## src/rtl/m_multicycle_ctrl.sv

```systemverilog
// Control FSM sequencing a multicycle RV32I-subset datapath over one shared memory.
// Define MC_PERF_CNT_EN to add the cycle / retired-instruction counters.
module m_multicycle_ctrl #(
  parameter int unsigned P_MEM_TIMEOUT = 0
`ifdef MC_PERF_CNT_EN
  , parameter int unsigned P_CNT_W = 32
`endif
) (
  input  logic       w_clk,
  input  logic       w_rst_n,
  input  logic [6:0] w_opcode,
  input  logic [2:0] w_funct3,
  input  logic       w_funct7_5,
  input  logic       w_zero,
  input  logic       w_mem_ready,
  output logic       w_pc_write,
  output logic       w_adr_src,
  output logic       w_mem_write,
  output logic       w_ir_write,
  output logic [1:0] w_result_src,
  output logic [1:0] w_alu_src_a,
  output logic [1:0] w_alu_src_b,
  output logic [2:0] w_alu_control,
  output logic       w_reg_write,
  output logic       w_instret,
  output logic       w_trap
`ifdef MC_PERF_CNT_EN
  , output logic [P_CNT_W-1:0] w_cycle_cnt,
  output logic [P_CNT_W-1:0] w_instret_cnt
`endif
);

  localparam int unsigned TO_W = (P_MEM_TIMEOUT > 1) ? $clog2(P_MEM_TIMEOUT + 1) : 1;

  localparam logic [6:0] OP_LOAD   = 7'b0000011;
  localparam logic [6:0] OP_STORE  = 7'b0100011;
  localparam logic [6:0] OP_R      = 7'b0110011;
  localparam logic [6:0] OP_I      = 7'b0010011;
  localparam logic [6:0] OP_BRANCH = 7'b1100011;
  localparam logic [6:0] OP_JAL    = 7'b1101111;

  localparam logic [2:0] ALU_ADD = 3'b000;
  localparam logic [2:0] ALU_SUB = 3'b001;
  localparam logic [2:0] ALU_AND = 3'b010;
  localparam logic [2:0] ALU_OR  = 3'b011;
  localparam logic [2:0] ALU_SLT = 3'b101;

  typedef enum logic [3:0] {
    S_IDLE, S_FETCH, S_DECODE, S_MEMADR, S_MEMREAD, S_MEMWB, S_MEMWRITE,
    S_EXEC_R, S_EXEC_I, S_ALUWB, S_BRANCH, S_JAL, S_TRAP
  } state_t;

  state_t          state, state_next;
  logic [TO_W-1:0] to_cnt, to_cnt_next;
  logic            waiting, timeout, taken;
  logic [2:0]      alu_fn;

  always_ff @(posedge w_clk) begin
    if (!w_rst_n) begin
      state  <= S_IDLE;
      to_cnt <= '0;
    end else begin
      state  <= state_next;
      to_cnt <= to_cnt_next;
    end
  end

  // Memory-wait detection; the current cycle counts toward the timeout budget.
  always_comb begin
    waiting = (state == S_FETCH || state == S_MEMREAD || state == S_MEMWRITE) && !w_mem_ready;
    timeout = (P_MEM_TIMEOUT != 0) && waiting && ((32'(to_cnt) + 32'd1) >= P_MEM_TIMEOUT);
    taken   = ((w_funct3 == 3'b000) && w_zero) || ((w_funct3 == 3'b001) && !w_zero);
  end

  always_comb begin
    alu_fn = ALU_ADD;
    case (w_funct3)
      3'b000:  alu_fn = (state == S_EXEC_R && w_funct7_5) ? ALU_SUB : ALU_ADD;
      3'b010:  alu_fn = ALU_SLT;
      3'b110:  alu_fn = ALU_OR;
      3'b111:  alu_fn = ALU_AND;
      default: alu_fn = ALU_ADD;
    endcase
  end

  always_comb begin
    state_next    = state;
    w_pc_write    = 1'b0;
    w_adr_src     = 1'b0;
    w_mem_write   = 1'b0;
    w_ir_write    = 1'b0;
    w_result_src  = 2'b00;
    w_alu_src_a   = 2'b00;
    w_alu_src_b   = 2'b00;
    w_alu_control = ALU_ADD;
    w_reg_write   = 1'b0;
    w_instret     = 1'b0;
    w_trap        = 1'b0;
    case (state)
      S_IDLE: state_next = S_FETCH;
      S_FETCH: begin
        w_alu_src_b  = 2'b10;
        w_result_src = 2'b10;
        if (timeout) begin
          state_next = S_TRAP;
        end else if (w_mem_ready) begin
          w_ir_write = 1'b1;
          w_pc_write = 1'b1;
          state_next = S_DECODE;
        end
      end
      S_DECODE: begin
        w_alu_src_a = 2'b01;
        w_alu_src_b = 2'b01;
        case (w_opcode)
          OP_LOAD, OP_STORE: state_next = S_MEMADR;
          OP_R:              state_next = S_EXEC_R;
          OP_I:              state_next = S_EXEC_I;
          OP_BRANCH:         state_next = S_BRANCH;
          OP_JAL:            state_next = S_JAL;
          default:           state_next = S_TRAP;
        endcase
      end
      S_MEMADR: begin
        w_alu_src_a = 2'b10;
        w_alu_src_b = 2'b01;
        state_next  = (w_opcode == OP_LOAD) ? S_MEMREAD : S_MEMWRITE;
      end
      S_MEMREAD: begin
        w_adr_src = 1'b1;
        if (timeout)          state_next = S_TRAP;
        else if (w_mem_ready) state_next = S_MEMWB;
      end
      S_MEMWB: begin
        w_result_src = 2'b01;
        w_reg_write  = 1'b1;
        w_instret    = 1'b1;
        state_next   = S_FETCH;
      end
      S_MEMWRITE: begin
        w_adr_src = 1'b1;
        if (timeout) begin
          state_next = S_TRAP;
        end else begin
          w_mem_write = 1'b1;
          if (w_mem_ready) begin
            w_instret  = 1'b1;
            state_next = S_FETCH;
          end
        end
      end
      S_EXEC_R: begin
        w_alu_src_a   = 2'b10;
        w_alu_control = alu_fn;
        state_next    = S_ALUWB;
      end
      S_EXEC_I: begin
        w_alu_src_a   = 2'b10;
        w_alu_src_b   = 2'b01;
        w_alu_control = alu_fn;
        state_next    = S_ALUWB;
      end
      S_ALUWB: begin
        w_reg_write = 1'b1;
        w_instret   = 1'b1;
        state_next  = S_FETCH;
      end
      S_BRANCH: begin
        w_alu_src_a   = 2'b10;
        w_alu_control = ALU_SUB;
        w_pc_write    = taken;
        w_instret     = 1'b1;
        state_next    = S_FETCH;
      end
      S_JAL: begin
        w_alu_src_a = 2'b01;
        w_alu_src_b = 2'b10;
        w_pc_write  = 1'b1;
        state_next  = S_ALUWB;
      end
      S_TRAP:  w_trap = 1'b1;
      default: state_next = S_IDLE;
    endcase
  end

  // Wait counter restarts whenever the FSM leaves its current state.
  always_comb begin
    if (state_next != state)            to_cnt_next = '0;
    else if (waiting && to_cnt != '1)   to_cnt_next = to_cnt + TO_W'(1);
    else                                to_cnt_next = to_cnt;
  end

`ifdef MC_PERF_CNT_EN
  always_ff @(posedge w_clk) begin
    if (!w_rst_n) begin
      w_cycle_cnt   <= '0;
      w_instret_cnt <= '0;
    end else begin
      if (state != S_IDLE && state != S_TRAP) w_cycle_cnt <= w_cycle_cnt + P_CNT_W'(1);
      if (w_instret) w_instret_cnt <= w_instret_cnt + P_CNT_W'(1);
    end
  end
`endif

endmodule

```

## config.mk

```make
export PLATFORM = sky130hd
export DESIGN_NAME = m_multicycle_ctrl
export DESIGN_NICKNAME = d
export VERILOG_FILES = /design/src/rtl/m_multicycle_ctrl.sv
export SDC_FILE = /design/constraint.sdc
export NUM_CORES = 1
export LEC_CHECK = 0
export ABC_AREA = 1
export CORE_MARGIN = 8
export CORE_UTILIZATION = 42
export CTS_BUF_LIST = sky130_fd_sc_hd__clkbuf_4 sky130_fd_sc_hd__clkbuf_8
export CTS_CLUSTER_DIAMETER = 40
export DETAILED_ROUTE_END_ITERATION = 10
export GPL_TIMING_DRIVEN = 0
export PLACE_DENSITY = 0.94
export SYNTH_ARGS = -nofsm -noshare
export SYNTH_HDL_FRONTEND = slang
export SYNTH_SLANG_ARGS = --single-unit
export TNS_END_PERCENT = 20
```

## constraint.sdc

```tcl
create_clock -name w_clk -period 2.6 [get_ports w_clk]
set_input_delay 0.26 -clock w_clk [delete_from_list [all_inputs] [get_ports w_clk]]
set_output_delay 0.26 -clock w_clk [all_outputs]
set_load 0.05 [all_outputs]
```

==> results.toml, run 1 <==
[outcome]
outcome = "finished clean"

[critical_path]
critPathArrivalTime_ps = 2210
cp_max_fo = 5
cp.required_ps = 2340
cp-end-kind = "output pin"
critPathLaunchType = "flip-flop"
crit_type = "flip-flop to output pin"

[yosys]
synth_top_cell_area_share = 0.2303
synth.cells.most_frequent = "nand2_1 (35), inv_1 (18), nor2_1 (12)"
synth-main-ff-cell = "dfxtp_1"
avgSynthCellArea_um2 = 5.234
syn_nets = 124
yosys.area_share.simple = 0.5044
synth_largest_area_cell = "nand2_1"
synth_seq_cells = 4
syn_area_um2 = 570.5
synth_area_leaders = "nand2_1 (23%), dfxtp_1 (14%), inv_1 (12%)"
synth_edf_count = 0
synthXorXnorAreaFrac = 0
synth_fa_ha_area_frac = 0
synth_top_family_by_area = "simple AND/OR/NAND/NOR gates"
synthCells = 109
synth-seq-area-share = 0.1404
synthArstFlopShare = 0
synth_cell_types = 24
synth-compound-area-share = 0.2039
synth.most_common_cell = "nand2_1"
synth.mux.area_fraction = 0
yosysWarnings = 0

[cts]
cts-root-buf = "clkbuf_4"
cts_setup_buffers = 0
clockBufferDepth = 2
cts_inserted_buffers = 3
htree_levels = 1
cts.sinks = 4
insertion_delay_ps = 240
cts_tree = "built"
clkTransAtPathRegs_ps = 30

[global_routing]
grt_pass1_vias = 721
antenna_found_initial = 0
grt_pass1_wl_mm = 2.891
grt_max_degree = 7
gr-total-overflow = 0
grt_usage = 0.1303

[sta]
rsz0062_at_grt = "false"
setup_viol = 0
finalHoldViolations = 0
tightestPinTransition_ps = 517.5
tns_ps = 0
drv_slew = 0
fin_crit_sh = 0.9516
fmax_mhz = 404.2
fin_crit_ps = 2474
slew_headroom = 0.6539
fin_skew_ps = 5.588

[final_layout]
top_register = "state"
layout.cells.non_filler = 157
largest_reg_flops = 4
num_antenna_cells = 0
n_fill_cell = 112
area_growth_pct = 60.31
top_regs = "state x4"
nets = 159
layout-drive-gt1-share = 0.1338

[routing]
vias_per_cell = 5.057
drtIter0Drc = 13
dr.pass1.iters = 4
wl_mm = 1.770
drc = 0
wl_per_cell_um = 11.27
vias = 794
postRouteAntennaNets = 0

[place]
place_inst = 154
finalWeightedCongestion = 0.8533
numPortBuffers = 30
dp_hpwl_mm = 1.577

[flow_run]
maxCapViolations = 0

[pwr]
vdd_drop_max_mv = 0.5149
p_per_area_mw_per_mm2 = 1035
p_leak_nw = 0.4735

[die]
die_x_um = 52.86
fp.dieH_um = 52.86
initial_core_util = 0.4440
die_area_mm2 = 0.002794
num_rows = 13
coreArea_mm2 = 0.001285
ios = 31

[hold_path]
hold_path.class = "flip-flop to flip-flop"
==> power by group <==
part           switching, mW  internal, mW  leakage, nW
clock network         0.0250        0.0516       0.0138
registers             0.0396        0.0866       0.0328
logic                  0.500         0.244        0.427
==> final cells by class <==
class                   instances  area [um^2]  area share
clock buffers                   3        22.52     0.02462
inverters                      23        86.33     0.09439
repair buffers                 30        302.8      0.3311
flip-flops and latches          4        80.08     0.08755
well taps                      15        18.77     0.02052
multi-input cells              82        404.1      0.4419
==> kinds of logic (layout without fill, tap and decap cells) <==
kind of cell | after synthesis | after routing
simple gates | 64 | 64
compound gates | 18 | 18
buf+inv | 23 | 56
flops | 4 | 4
==> layer usage <==
layer	up-vias	part of all wire	track usage
li1	410	-	-
met1	363	0.41	0.1331
met2	21	0.54	0.2500
met3	0	0.056	0.05602
met4	0	0	0
met5	-	0	0
==> per-stage QoR <==
stage,hold slack [ps],setup slack [ps],utilization,total power [mW],instance area (um^2)
3_3_place_gp,525.2,263.7,0.6923,0.8583,889.6
6_report,541.9,125.8,0.7118,0.9467,914.6
3_5_place_dp,536.4,246.0,0.6923,0.8725,889.6
5_1_grt,582.1,13.30,0.7118,1.011,914.6
2_1_floorplan,364.2,642.3,-,0.6487,570.5
4_1_cts,542.1,82.72,0.7098,0.9528,912.1
==> worst paths after layout <==
| kind | from | end | slack (ps) | cells after the start |
|---|---|---|---|---|
| max | state[2] | w_alu_control[0] | 130 | 7 |
| min | state[2] | state[2] | 540 | 2 |
| max reg2reg | state[0] | state[2] | 1340 | 8 |
| min reg2reg | state[2] | state[2] | 540 | 2 |
==> timing repair <==
item                                    CTS  global route
hold buffers                              0             0
resized for setup                         0             1
endpoints found under the setup margin    0             1
hold endpoints to repair                  0             0
==> critical path: stages, from the launching register on <==
cell and delay (ps):
dfxtp_1 400, inv_2 90, nor2_4 130, inv_1 80
nor2_1 180, nor2_1 140, o21ai_1 150, clkdlybuf4s50_1 820
==> layout by cell type (no fill, tap or decap), types with 2 or more instances in the layout <==
| master | instances |
|---|---|
| nand2_1 | 35 |
| clkdlybuf4s50_1 | 29 |
| inv_1 | 18 |
| nor2_1 | 12 |
| nor2_2 | 6 |
| a21oi_1 | 5 |
| inv_2 | 4 |
| nor3_1 | 4 |
| dfxtp_1 | 4 |
| o21ai_0 | 3 |
| clkbuf_4 | 3 |
| o211ai_1 | 2 |
| o21ai_1 | 2 |
| nand3_1 | 2 |
(Power assumes the default switching activity.)
==> run 2: changes to the inputs <==
--- a/config.mk
+++ b/config.mk
@@ -11,7 +11,7 @@
 export CTS_BUF_LIST = sky130_fd_sc_hd__clkbuf_4 sky130_fd_sc_hd__clkbuf_8
 export CTS_CLUSTER_DIAMETER = 40
 export DETAILED_ROUTE_END_ITERATION = 10
-export GPL_TIMING_DRIVEN = 0
+export GPL_TIMING_DRIVEN = 1
 export PLACE_DENSITY = 0.94
 export SYNTH_ARGS = -nofsm -noshare
 export SYNTH_HDL_FRONTEND = slang
==> results.toml, run 2 (synthesis gave the netlist of run 1 again) <==
[final_layout]
largest_reg_flops = 4
layout_commonest_cell = "nand2_1"
top_register = "state"
postLayoutCellArea_um2 = 909.6
layout-drive-gt1-share = 0.1479
nets = 159
top_regs = "state x4"
area_growth_pct = 59.43
layout_common_cells = "nand2_1 (35), clkdlybuf4s50_1 (27), inv_1 (18)"
num_antenna_cells = 0

[pwr]
p_leak_nw = 0.4773
seqPwrFrac = 0.131
p_int_uw = 379.1
power.share.clock = 0.080
swShare = 0.6004
p_sw_uw = 569.8
combPwrFrac = 0.789
vdd_drop_max_mv = 0.5538
p_per_area_mw_per_mm2 = 1043

[outcome]
outcome = "finished clean"

[sta]
slew_headroom = 0.6526
fin_crit_sh = 0.9060
drv_slew = 0
tns_ps = 0
rsz0062_at_grt = "false"
tightestPinTransition_ps = 520.3
fin_crit_ps = 2356
fin_skew_ps = 1.214
fmax_mhz = 424.5
setup_viol = 0
finalHoldViolations = 0

[critical_path]
critPathLaunchType = "flip-flop"
cpMostUsedCell = "nor2_1"
critPathArrivalTime_ps = 2100
worst-r2r-setup-slack_ps = 1290
cpLargestDelayFamily = "buffers and inverters"
r2r_start = "state[2]"
cp-end-kind = "output pin"
critPathCapture = "w_alu_control[1]"
crit_cells = 7
cp_max_fo = 5
cp-startpoint = "state[2]"
cp_cell_sequence = "inv_2, nor2_4, inv_1, nor2_1, nor2_1, nor2_1, clkdlybuf4s50_1"
slowest_stage = "clkdlybuf4s50_1"
reg2reg_depth = 7
cp.required_ps = 2340
max_stage_delay_ps = 810
crit_type = "flip-flop to output pin"
r2r_end = "state[3]"
crit_buf_inv = 3

[routing]
dr.pass1.iters = 4
vias_per_cell = 5.146
postRouteAntennaNets = 0
vias = 808
wl_mm = 1.927
drc = 0
wl_per_cell_um = 12.27
drtIter0Drc = 21

[die]
ios = 31
coreArea_mm2 = 0.001285
fp.dieH_um = 52.86
die_area_mm2 = 0.002794
die_x_um = 52.86
initial_core_util = 0.4440
num_rows = 13

[place]
dpl_cell_area_um2 = 884.6
numPortBuffers = 30
dp_hpwl_mm = 1.645
finalWeightedCongestion = 0.8347

[global_routing]
antenna_found_initial = 0
grt_max_degree = 7
grt_pass1_wl_mm = 3.077
gr-total-overflow = 0
grt_pass1_vias = 733
grt_usage = 0.1417

[cts]
clkTransAtPathRegs_ps = 40
cts-root-buf = "clkbuf_4"
htree_levels = 1
cts_tree = "built"
clockBufferDepth = 2
insertion_delay_ps = 230
cts_inserted_buffers = 3
cts.sinks = 4

[flow_run]
maxCapViolations = 0

[hold_path]
hold_path.class = "flip-flop to flip-flop"
==> run 2: cell types whose count changed in the layout (fill, tap and decap cells not counted) <==
cell | before | now
clkdlybuf4s50_1 | 29 | 27
buf_4 | 0 | 2
==> run 2: power groups by stage <==
stage                     clock [mW]  combinational, mW  sequential [mW]
after floorplan                    0              0.530            0.118
after global placement             0              0.733            0.124
after detailed placement           0              0.747            0.124
after CTS                     0.0799              0.749            0.124
after global routing          0.0857              0.802            0.127
final                         0.0755              0.749            0.125
==> run 2: layout make-up <==
| class | instances | area, um^2 |
|---|---|---|
| Multi-Input combinational cell | 82 | 404.1 |
| Fill cell | 122 | 375.4 |
| Timing Repair Buffer | 30 | 297.8 |
| Inverter | 23 | 86.33 |
| Sequential cell | 4 | 80.08 |
| Clock buffer | 3 | 22.52 |
| Tap cell | 15 | 18.77 |
==> run 2: routing by layer <==
| metal | track usage | wire (um) |
|---|---|---|
| met2 | 0.2695 | 1024 |
| met5 | 0 | 0 |
| met4 | 0.04310 | 29 |
| met3 | 0.04762 | 137 |
| met1 | 0.1381 | 736 |
==> run 2: how the worst min path moves through the flow <==
stage,from,endpoint,cells past startpoint
floorplan,w_rst_n,state[3],2
global placement,state[2],state[2],2
detailed placement,state[2],state[2],2
CTS,state[2],state[2],2
global route,state[2],state[2],2
finish,state[2],state[2],2
==> run 2: stage by stage <==
stage / setup WS, ps / std cells / hold slack [ps] / utilization / total power, mW
after floorplan: 642.3 / 109 / 364.2 / - / 0.6487
after global placement: 440.9 / 154 / 518.4 / 0.6884 / 0.8568
after detailed placement: 396.9 / 154 / 518.6 / 0.6884 / 0.8713
after CTS: 165.3 / 157 / 526.8 / 0.7059 / 0.9524
after global routing: 102.6 / 157 / 545.3 / 0.7079 / 1.015
final: 244.4 / 157 / 535.4 / 0.7079 / 0.9489
==> run 2: worst register-to-register path: stages, from the launching register on <==
cell	delay [ps]
dfxtp_1	390
inv_2	90
nand2_1	130
nor2_1	80
nor3_1	220
nand2_1	80
o21ai_1	170
inv_1	50
==> run 2: what timing repair did <==
action	4_1_cts	5_1_grt
endpoints found under the setup margin	0	1
endpoints found under the hold margin	0	0
setup buffers	0	0
hold buffers	0	0
gates resized for setup	0	1
==> run 3: changes to the inputs <==
--- a/config.mk
+++ b/config.mk
@@ -13,6 +13,7 @@
 export DETAILED_ROUTE_END_ITERATION = 10
 export GPL_TIMING_DRIVEN = 1
 export PLACE_DENSITY = 0.94
+export RECOVER_POWER = 100
 export SYNTH_ARGS = -nofsm -noshare
 export SYNTH_HDL_FRONTEND = slang
 export SYNTH_SLANG_ARGS = --single-unit
==> results.toml, run 3 (synthesis gave the netlist of run 1 again) <==
[outcome]
outcome = "finished clean"

[place]
numPortBuffers = 30
dpl_cell_area_um2 = 884.6
finalWeightedCongestion = 0.8347
place_inst = 154
dp_hpwl_mm = 1.645

[routing]
wl_per_cell_um = 12.23
vias_per_cell = 5.121
drc = 0
drtIter0Drc = 19
postRouteAntennaNets = 0
wl_mm = 1.920
dr.pass1.iters = 4
vias = 804

[die]
coreArea_mm2 = 0.001285
fp.dieH_um = 52.86
ios = 31
initial_core_util = 0.4440
die_x_um = 52.86
die_area_mm2 = 0.002794
num_rows = 13

[global_routing]
grt_pass1_vias = 733
grt_usage = 0.1417
grt_pass1_wl_mm = 3.077
antenna_found_initial = 0
gr-total-overflow = 0
grt_max_degree = 7

[pwr]
p_leak_nw = 0.4852
p_per_area_mw_per_mm2 = 1027
vdd_drop_max_mv = 0.5378
power_uw = 914.6

[cts]
cts_tree = "built"
clockBufferDepth = 2
cts.sinks = 4
ctsResizeCount = 0
htree_levels = 1
clkTransAtPathRegs_ps = 40
cts_hold_buf = 0
cts_setup_buffers = 0
cts-root-buf = "clkbuf_4"
insertion_delay_ps = 230
cts_inserted_buffers = 3

[sta]
fin_skew_ps = 1.277
fmax_mhz = 415.1
finalHoldViolations = 0
drv_slew = 0
slew_headroom = 0.5914
tns_ps = 0
tightestPinTransition_ps = 615.6
fin_crit_ps = 2409
fin_crit_sh = 0.9266
rsz0062_at_grt = "false"
setup_viol = 0

[final_layout]
postLayoutCellArea_um2 = 890.9
layout-drive-gt1-share = 0.1268
final_util = 0.6933
ff_latch_area_um2 = 80.08
largest_reg_flops = 4
top_register = "state"
nets = 159
n_fill_cell = 123
multi_input_area_um2 = 401.6
area_growth_pct = 56.14
layout_common_cells = "nand2_1 (35), inv_1 (18), dlygate4sd3_1 (14)"
layout_commonest_cell = "nand2_1"
num_antenna_cells = 0
top_regs = "state x4"
layout.cells.non_filler = 157

[critical_path]
max_stage_delay_ps = 880
cp.required_ps = 2340
critPathArrivalTime_ps = 2150
cp_cell_sequence = "inv_2, nor2_4, inv_1, nor2_1, nor2_1, nand3b_1, dlygate4sd3_1"
r2r_start = "state[2]"
cpMostUsedCell = "nor2_1"
reg2reg_depth = 7
r2r_end = "state[3]"
cp_max_fo = 5
crit_type = "flip-flop to output pin"
critPathLaunchType = "flip-flop"
worst-r2r-setup-slack_ps = 1230
slowest_stage = "dlygate4sd3_1"
cp-end-kind = "output pin"

[hold_path]
worstHoldEndpoint = "state[2]"
min_path_cells = 2
min-delay-start = "state[2]"
hold_path.class = "flip-flop to flip-flop"

[flow_run]
maxCapViolations = 0
-- run 3: changes by cell type in the layout (fill, tap and decap cells not counted), sizes merged --
cell / change
clkdlybuf4s50: -14
dlygate4sd3: +14
clkbuf: +3
buf: -2
dlymetal6s2s: -1
-- run 3: worst max-delay path, delay by kind of cell (launching register included) --
kind,cells,cell delay (ps)
buf+inv,3,1040
simple gates,4,490
flops,1,390
-- run 3: metrics by stage --
step,setup WS [ps],hold slack (ps)
after floorplan,642.3,364.2
after global placement,440.9,518.4
final,190.9,536.7
after global routing,53.13,545.3
after detailed placement,396.9,518.6
after CTS,165.3,526.8
-- run 3: metal layers --
metal | share of wire | vias to the layer above | global-route usage | routed length [um]
li1 | - | 413 | - | -
met1 | 0.38 | 356 | 0.1381 | 736
met2 | 0.53 | 31 | 0.2695 | 1020
met3 | 0.070 | 4 | 0.04762 | 134
met4 | 0.015 | 0 | 0.04310 | 29
met5 | 0 | - | 0 | 0
-- run 3: how the worst max path moves through the flow --
| stage | cells after the start | from | endpoint | slack, ps |
|---|---|---|---|---|
| after floorplan | 6 | state[2] | w_alu_control[2] | 640 |
| after global placement | 4 | w_funct3[1] | w_alu_control[2] | 440 |
| after detailed placement | 4 | w_funct3[1] | w_alu_control[2] | 400 |
| after CTS | 7 | state[2] | w_alu_control[2] | 170 |
| after global routing | 7 | state[2] | w_alu_src_a[1] | 50 |
| final | 7 | state[2] | w_alu_src_a[1] | 190 |
-- run 3: area by class of cell --
class / count / area share
Clock buffer: 3 / 0.02528
Inverter: 23 / 0.09691
Multi-Input combinational cell: 82 / 0.4508
Sequential cell: 4 / 0.08989
Tap cell: 15 / 0.02107
Timing Repair Buffer: 30 / 0.3160
-- run 3: report_power, final --
part / internal [mW] / leakage, nW / total (mW) / switching [mW]
combinational: 0.211 / 0.439 / 0.714 / 0.503
sequential: 0.0866 / 0.0328 / 0.125 / 0.0383
clock: 0.0515 / 0.0138 / 0.0756 / 0.0240
